[config.mk]
export PLATFORM = sky130hd
export DESIGN_NAME = sensor_request_dispatcher
export DESIGN_NICKNAME = d
export VERILOG_FILES = /design/src/rtl/dispatcher_pkg.sv /design/src/rtl/dispatcher_request_buffer.sv /design/src/rtl/sensor_request_dispatcher.sv
export SDC_FILE = /design/constraint.sdc
export NUM_CORES = 1
export LEC_CHECK = 0
export CAP_MARGIN = 30
export CORE_AREA = 2 2 249 251
export DETAILED_ROUTE_END_ITERATION = 8
export DIE_AREA = 0 0 251 253
export GPL_ROUTABILITY_DRIVEN = 0
export PLACE_DENSITY_LB_ADDON = 0.05
export SLEW_MARGIN = 20
export SYNTH_ARGS = -nofsm -noshare
export SYNTH_HDL_FRONTEND = slang
export SYNTH_SLANG_ARGS = --single-unit
[constraint.sdc]
create_clock -name clock -period 3.06 [get_ports clock]
set_input_delay 0.459 -clock clock [delete_from_list [all_inputs] [get_ports clock]]
set_output_delay 0.459 -clock clock [all_outputs]
set_load 0.02 [all_outputs]
[src/rtl/dispatcher_pkg.sv]
// Shared command/response byte codes and FSM state encoding for the sensor request dispatcher.
package dispatcher_pkg;

    localparam logic [7:0] CMD_STATUS        = 8'h00;
    localparam logic [7:0] CMD_TEMP          = 8'h01;
    localparam logic [7:0] CMD_HUM           = 8'h02;
    localparam logic [7:0] CMD_CONT_TEMP_ON  = 8'h03;
    localparam logic [7:0] CMD_CONT_HUM_ON   = 8'h04;
    localparam logic [7:0] CMD_CONT_TEMP_OFF = 8'h05;
    localparam logic [7:0] CMD_CONT_HUM_OFF  = 8'h06;

    localparam logic [7:0] RSP_OK            = 8'h07;
    localparam logic [7:0] RSP_HUM           = 8'h08;
    localparam logic [7:0] RSP_TEMP          = 8'h09;
    localparam logic [7:0] RSP_CONT_TEMP_OFF = 8'h0A;
    localparam logic [7:0] RSP_CONT_HUM_OFF  = 8'h0B;
    localparam logic [7:0] RSP_SENSOR_ERR    = 8'h1F;
    localparam logic [7:0] RSP_TIMEOUT       = 8'h2F;
    localparam logic [7:0] RSP_BAD_CMD       = 8'hCF;
    localparam logic [7:0] RSP_BAD_ADDR      = 8'hEF;

    typedef enum logic [2:0] {
        ST_IDLE,
        ST_DECODE,
        ST_ISSUE,
        ST_WAIT_SENSOR,
        ST_SEND,
        ST_WAIT_TX
    } state_t;

endpackage

[src/rtl/dispatcher_request_buffer.sv]
// One-deep holding register for a request that arrives while the dispatcher is busy.
// A push into a full buffer is dropped so the oldest request is the one that survives.
module dispatcher_request_buffer (
    input  logic       clock,
    input  logic       reset,
    input  logic       push,
    input  logic [7:0] push_command,
    input  logic [7:0] push_address,
    input  logic       pop,
    output logic       full,
    output logic [7:0] command,
    output logic [7:0] address
);

    always_ff @(posedge clock) begin
        if (reset) begin
            full    <= 1'b0;
            command <= 8'h00;
            address <= 8'h00;
        end else begin
            if (pop) begin
                full <= 1'b0;
            end
            if (push && !full) begin
                full    <= 1'b1;
                command <= push_command;
                address <= push_address;
            end
        end
    end

endmodule

[src/rtl/sensor_request_dispatcher.sv]
// Routes decoded PC requests to one of NUM_SENSORS channels and returns a code/value pair,
// with per-request timeout, a one-deep pending buffer and one periodic continuous-read slot.
module sensor_request_dispatcher
    import dispatcher_pkg::*;
#(
    parameter int NUM_SENSORS    = 32,
    parameter int TIMEOUT_CYCLES = 2_000_000,
    parameter int PERIOD_CYCLES  = 100_000_000
) (
    input  logic                     clock,
    input  logic                     reset,
    input  logic                     rx_valid,
    input  logic [7:0]               rx_command,
    input  logic [7:0]               rx_address,
    output logic [NUM_SENSORS-1:0]   sensor_start,
    input  logic [NUM_SENSORS-1:0]   sensor_done,
    input  logic [NUM_SENSORS-1:0]   sensor_error,
    input  logic [16*NUM_SENSORS-1:0] sensor_data,
    output logic                     tx_start,
    output logic [7:0]               tx_code,
    output logic [7:0]               tx_value,
    input  logic                     tx_busy,
    output logic                     busy
);

    localparam int          AW           = (NUM_SENSORS > 1) ? $clog2(NUM_SENSORS) : 1;
    localparam logic [7:0]  ADDR_LIMIT   = 8'(NUM_SENSORS);
    localparam logic [31:0] TIMEOUT_LAST = 32'(TIMEOUT_CYCLES - 1);
    localparam logic [31:0] PERIOD_LAST  = 32'(PERIOD_CYCLES - 1);

    state_t      state, next_state;
    logic [7:0]  cmd_q, addr_q;
    logic [AW-1:0] addr_idx;
    logic [15:0] sel_data;

    logic        buf_full, buf_pop;
    logic [7:0]  buf_cmd, buf_addr;

    logic        slot_active, slot_hum, tick_pending;
    logic [7:0]  slot_addr;
    logic [31:0] period_cnt, timeout_cnt;

    logic        req_load, slot_load, slot_clear, tick_take, rsp_load, start_tx;
    logic [7:0]  req_cmd, req_addr, rsp_code, rsp_value;

    assign addr_idx = addr_q[AW-1:0];
    assign sel_data = sensor_data[{addr_idx, 4'b0000} +: 16];
    assign busy     = (state != ST_IDLE);

    dispatcher_request_buffer u_request_buffer (
        .clock        (clock),
        .reset        (reset),
        .push         (rx_valid && (state != ST_IDLE)),
        .push_command (rx_command),
        .push_address (rx_address),
        .pop          (buf_pop),
        .full         (buf_full),
        .command      (buf_cmd),
        .address      (buf_addr)
    );

    always_ff @(posedge clock) begin
        if (reset) begin
            state <= ST_IDLE;
        end else begin
            state <= next_state;
        end
    end

    always_comb begin
        next_state   = state;
        buf_pop      = 1'b0;
        req_load     = 1'b0;
        req_cmd      = rx_command;
        req_addr     = rx_address;
        slot_load    = 1'b0;
        slot_clear   = 1'b0;
        tick_take    = 1'b0;
        rsp_load     = 1'b0;
        rsp_code     = 8'h00;
        rsp_value    = 8'h00;
        start_tx     = 1'b0;
        sensor_start = '0;
        case (state)
            ST_IDLE: begin
                // A fresh rx_valid coinciding with a full buffer is simply not pushed, i.e. dropped.
                if (buf_full) begin
                    buf_pop    = 1'b1;
                    req_load   = 1'b1;
                    req_cmd    = buf_cmd;
                    req_addr   = buf_addr;
                    next_state = ST_DECODE;
                end else if (rx_valid) begin
                    req_load   = 1'b1;
                    next_state = ST_DECODE;
                end else if (slot_active && tick_pending) begin
                    tick_take  = 1'b1;
                    req_load   = 1'b1;
                    req_cmd    = slot_hum ? CMD_HUM : CMD_TEMP;
                    req_addr   = slot_addr;
                    next_state = ST_DECODE;
                end
            end
            ST_DECODE: begin
                next_state = ST_SEND;
                rsp_load   = 1'b1;
                if (addr_q >= ADDR_LIMIT) begin
                    rsp_code  = RSP_BAD_ADDR;
                    rsp_value = addr_q;
                end else if (cmd_q > CMD_CONT_HUM_OFF) begin
                    rsp_code  = RSP_BAD_CMD;
                    rsp_value = cmd_q;
                end else if (cmd_q == CMD_CONT_TEMP_OFF) begin
                    slot_clear = slot_active && !slot_hum;
                    rsp_code   = RSP_CONT_TEMP_OFF;
                end else if (cmd_q == CMD_CONT_HUM_OFF) begin
                    slot_clear = slot_active && slot_hum;
                    rsp_code   = RSP_CONT_HUM_OFF;
                end else begin
                    rsp_load   = 1'b0;
                    slot_load  = (cmd_q == CMD_CONT_TEMP_ON) || (cmd_q == CMD_CONT_HUM_ON);
                    next_state = ST_ISSUE;
                end
            end
            ST_ISSUE: begin
                sensor_start[addr_idx] = 1'b1;
                next_state             = ST_WAIT_SENSOR;
            end
            ST_WAIT_SENSOR: begin
                if (sensor_error[addr_idx]) begin
                    rsp_load   = 1'b1;
                    rsp_code   = RSP_SENSOR_ERR;
                    rsp_value  = addr_q;
                    next_state = ST_SEND;
                end else if (sensor_done[addr_idx]) begin
                    rsp_load   = 1'b1;
                    next_state = ST_SEND;
                    if (cmd_q == CMD_STATUS) begin
                        rsp_code = RSP_OK;
                    end else if ((cmd_q == CMD_TEMP) || (cmd_q == CMD_CONT_TEMP_ON)) begin
                        rsp_code  = RSP_TEMP;
                        rsp_value = sel_data[7:0];
                    end else begin
                        rsp_code  = RSP_HUM;
                        rsp_value = sel_data[15:8];
                    end
                end else if (timeout_cnt == TIMEOUT_LAST) begin
                    rsp_load   = 1'b1;
                    rsp_code   = RSP_TIMEOUT;
                    rsp_value  = addr_q;
                    next_state = ST_SEND;
                end
            end
            ST_SEND: begin
                if (!tx_busy) begin
                    start_tx   = 1'b1;
                    next_state = ST_WAIT_TX;
                end
            end
            ST_WAIT_TX: begin
                // tx_start is high only in the first WAIT_TX cycle, which must not be an exit cycle.
                if (!tx_start && !tx_busy) begin
                    next_state = ST_IDLE;
                end
            end
            default: next_state = ST_IDLE;
        endcase
    end

    always_ff @(posedge clock) begin
        if (reset) begin
            cmd_q       <= 8'h00;
            addr_q      <= 8'h00;
            tx_start    <= 1'b0;
            tx_code     <= 8'h00;
            tx_value    <= 8'h00;
            timeout_cnt <= 32'd0;
        end else begin
            if (req_load) begin
                cmd_q  <= req_cmd;
                addr_q <= req_addr;
            end
            if (rsp_load) begin
                tx_code  <= rsp_code;
                tx_value <= rsp_value;
            end
            tx_start <= start_tx;
            if (state == ST_ISSUE) begin
                timeout_cnt <= 32'd0;
            end else if (state == ST_WAIT_SENSOR) begin
                timeout_cnt <= timeout_cnt + 32'd1;
            end
        end
    end

    always_ff @(posedge clock) begin
        if (reset) begin
            slot_active  <= 1'b0;
            slot_hum     <= 1'b0;
            slot_addr    <= 8'h00;
            period_cnt   <= 32'd0;
            tick_pending <= 1'b0;
        end else if (slot_load) begin
            slot_active  <= 1'b1;
            slot_hum     <= (cmd_q == CMD_CONT_HUM_ON);
            slot_addr    <= addr_q;
            period_cnt   <= 32'd0;
            tick_pending <= 1'b0;
        end else if (slot_clear) begin
            slot_active  <= 1'b0;
            period_cnt   <= 32'd0;
            tick_pending <= 1'b0;
        end else if (slot_active) begin
            if (tick_take) begin
                tick_pending <= 1'b0;
            end
            // A tick stays latched until IDLE consumes it.
            if (period_cnt == PERIOD_LAST) begin
                period_cnt   <= 32'd0;
                tick_pending <= 1'b1;
            end else begin
                period_cnt <= period_cnt + 32'd1;
            end
        end
    end

endmodule

==> flow_summary.toml <==
[timing]
finalHoldViolCount = 0
fin_crit_sh_pct = 98.0
fin_ws_ns = 0.0607
setup_viol = 0
min_period_ns = 3.00
finalClockSkew_ns = 0.0117
max_slew_margin_pct = 49.2
fmax_ghz = 0.333
worst_slew_pin_slew_ns = 0.759
report.final.slew_viol_count = 0
grt_setup_unrepaired = "yes"

[clock_tree]
htree_levels = 4
cts_tree = "done"
root_buffer = "clkbuf_16"
path_clk_slew_ns = 0.07
clockBufferDepth = 2
cts_setup_buffers = 0
hold_buffers = 0
cts_sinks = 127
insertion_delay_ns = 0.42
cts_buffers = 17

[worst_setup_path]
startpoint_type = "register"
path_class = "reg2reg"
path_cells = "or4b_2, o22ai_1, nor4_2, buf_4, and2_1, a41o_1, buf_4, or4_1, a31oi_1"
r2r_slack_ns = 0.06
max_stage_delay_ns = 0.75
slowest_stage = "or4b_2"
cp_max_fo = 17
path_common_cell = "buf_4"
crit_path_end_kind = "register"
cp_top_family = "simple AND/OR/NAND/NOR gates"
critPathBufInv = 2
critPathRequiredTime_ns = 3.40
worstPathArrival_ns = 3.34

[floorplan]
io_pins = 646
row_count = 91
die_h_um = 253
die-area_mm2 = 0.0635
initial_core_util_pct = 17.8
core_region_area_mm2 = 0.0610
fp.dieW_um = 251

[logic_synthesis]
syn-cell-area_mm2 = 0.0109
synth_cells = 1269
syn_avg_cell_area_um2 = 8.56
synthArstFlopShare_pct = 0
synth_adder_area_share_pct = 0.230
synth_mux_area_share_pct = 31.8
synth-edff-count = 0
synth_seq_area_share_pct = 23.4
synth-simple-area-share_pct = 22.6
synth_compound_area_share_pct = 13.0
synth_top_family_by_area = "multiplexers"
syn_nets = 1867
yosysWarnings = 0
ys.flop_type = "dfxtp_1"
synth_seq_cells = 127
synth_cell_types = 62
synth-xor-area-share_pct = 4.76

[pwr]
ir_drop_v = 0.000412
p_leak_uw = 0.00670
totalPowerFinal_uw = 11400
clkPwrFrac_pct = 19.6
combPwrFrac_pct = 61.2
p_sw_uw = 4870
seq_power_share_pct = 19.2
p_sw_share_pct = 42.5
power_density_mw_per_mm2 = 577
internal-power_uw = 6580

[drt]
via_count = 13328
drc = 0
drtPass1Iterations = 5
first_iter_violations = 954
wl_um = 80900
detail_route.wl_per_cell_um = 29.1
ant_nets = 0
vias_per_cell = 4.79

[final_layout]
post-route-util_pct = 32.5
nets = 2565
nFillCells = 6462
regArea_mm2 = 0.00256
mostFrequentLayoutCell = "clkdlybuf4s50_1"
synthToLayoutAreaGrowth_pct = 82.5
layout_common_cells = "clkdlybuf4s50_1 (643), nor2_1 (164), mux2i_1 (155)"
drive_above_1_share_pct = 14.2
multiInputGateArea_mm2 = 0.00796

[grt]
grt_overflow = 0
first_global_vias = 13843
antenna_found_initial = 33
grt_pass1_wl_um = 109000
grt_max_degree = 61
grt_use_total_pct = 24.7

[flow_run]
maxCapViolations = 0

[status]
status = "complete, no violations"

[worst_hold_path]
hp-class = "in2reg"

[placement]
port_buffers = 645
place_ws_ns = -0.0492
dpl.hpwl_um = 69500
## area by class of cell
class | instances | area share [%]
inverters | 6 | 0.114
multi-input cells | 1037 | 40.1
diodes | 12 | 0.151
repair buffers | 778 | 38.4
clock inverters | 13 | 0.927
well taps | 790 | 4.98
clock buffers | 19 | 2.34
flip-flops and latches | 127 | 12.9
## path summary, 6_finish.rpt
path,startpoint,end,cells after the start
max,addr_q[0]$_SDFFE_PP0P_,tx_code[2]$_SDFFE_PP0P_,9
min,reset,u_request_buffer.command[4]$_SDFFE_PP0P_,2
max reg2reg,addr_q[0]$_SDFFE_PP0P_,tx_code[2]$_SDFFE_PP0P_,9
min reg2reg,tick_pending$_SDFFE_PP0P_,tick_pending$_SDFFE_PP0P_,2
## registers in the layout (all words and copies together), names as in the netlist, 3 cells and up
name and count:
period_cnt 32, timeout_cnt 32, addr_q 8, cmd_q 8, slot_addr 8, tx_value 8, u_request_buffer.address 8, u_request_buffer.command 8
tx_code 7, state 3
## what timing repair did
| item | 4_1_cts | 5_1_grt |
|---|---|---|
| endpoints found under the setup margin | 38 | 39 |
| gates cloned | 0 | 2 |
| pin swaps | 0 | 1 |
| gates resized for setup | 12 | 20 |
## layer usage
metal | track usage [%] | part of all wire (%) | routed length (um)
met1 | 30.9 | 42 | 34300
met2 | 43.4 | 49 | 39800
met3 | 5.73 | 6.7 | 5420
met4 | 4.63 | 1.6 | 1260
met5 | 0 | 0.11 | 88
## power by group through the flow
| stage | Clock, uW | Sequential, uW | Combinational [uW] |
|---|---|---|---|
| final | 2250 | 2200 | 7000 |
| after global placement | 0 | 2220 | 6900 |
| after floorplan | 0 | 2140 | 3370 |
| after detailed placement | 0 | 2230 | 6880 |
| after CTS | 2320 | 2200 | 6950 |
| after global routing | 2380 | 2230 | 7460 |
## through the flow
step	area [um2]	TNS [ns]	instances	hold WS, ns
after global routing	19800	-0.0113	2776	0.411
after CTS	19700	-0.00865	2768	0.410
final	19800	0	2782	0.412
after detailed placement	19000	-0.0873	2736	0.440
after floorplan	10900	0	1269	0.430
after global placement	19000	-0.220	2736	0.441
## cell families after synthesis
| logic type | Yosys count |
|---|---|
| AOI/OAI and AO/OA | 226 |
| muxes | 241 |
| DFF | 127 |
| buffers and inverters | 105 |
| adders and majority gates | 2 |
| and+or+nand+nor | 509 |
| xor gates and xnor gates | 59 |
## Yosys cell counts, types with 9 or more instances
library cell	n	area, um2
a21oi_1	65	325
nand4_1	23	144
nor2_1	168	631
buf_2	37	185
mux4_2	83	1870
nor4_1	24	150
clkbuf_1	54	203
or4_1	10	75.1
nor3_1	12	60.1
dfxtp_1	127	2540
nand3_1	42	210
mux2i_1	157	1570
a311oi_1	9	78.8
o22ai_1	50	313
nor2b_1	10	62.6
a31oi_1	12	75.1
o21ai_0	40	200
xor2_1	43	377
nand2_1	147	552
xnor2_1	16	140
and2_1	10	62.6
and3_1	11	68.8
## worst register-to-register path: cells and delay by family, from the launching register on
family	cells	cell delay (ns)
buf+inv	2	0.31
simple gates	4	1.52
flops	1	0.43
compound gates	3	0.66
No activity file was read; power rests on OpenSTA's default activity.
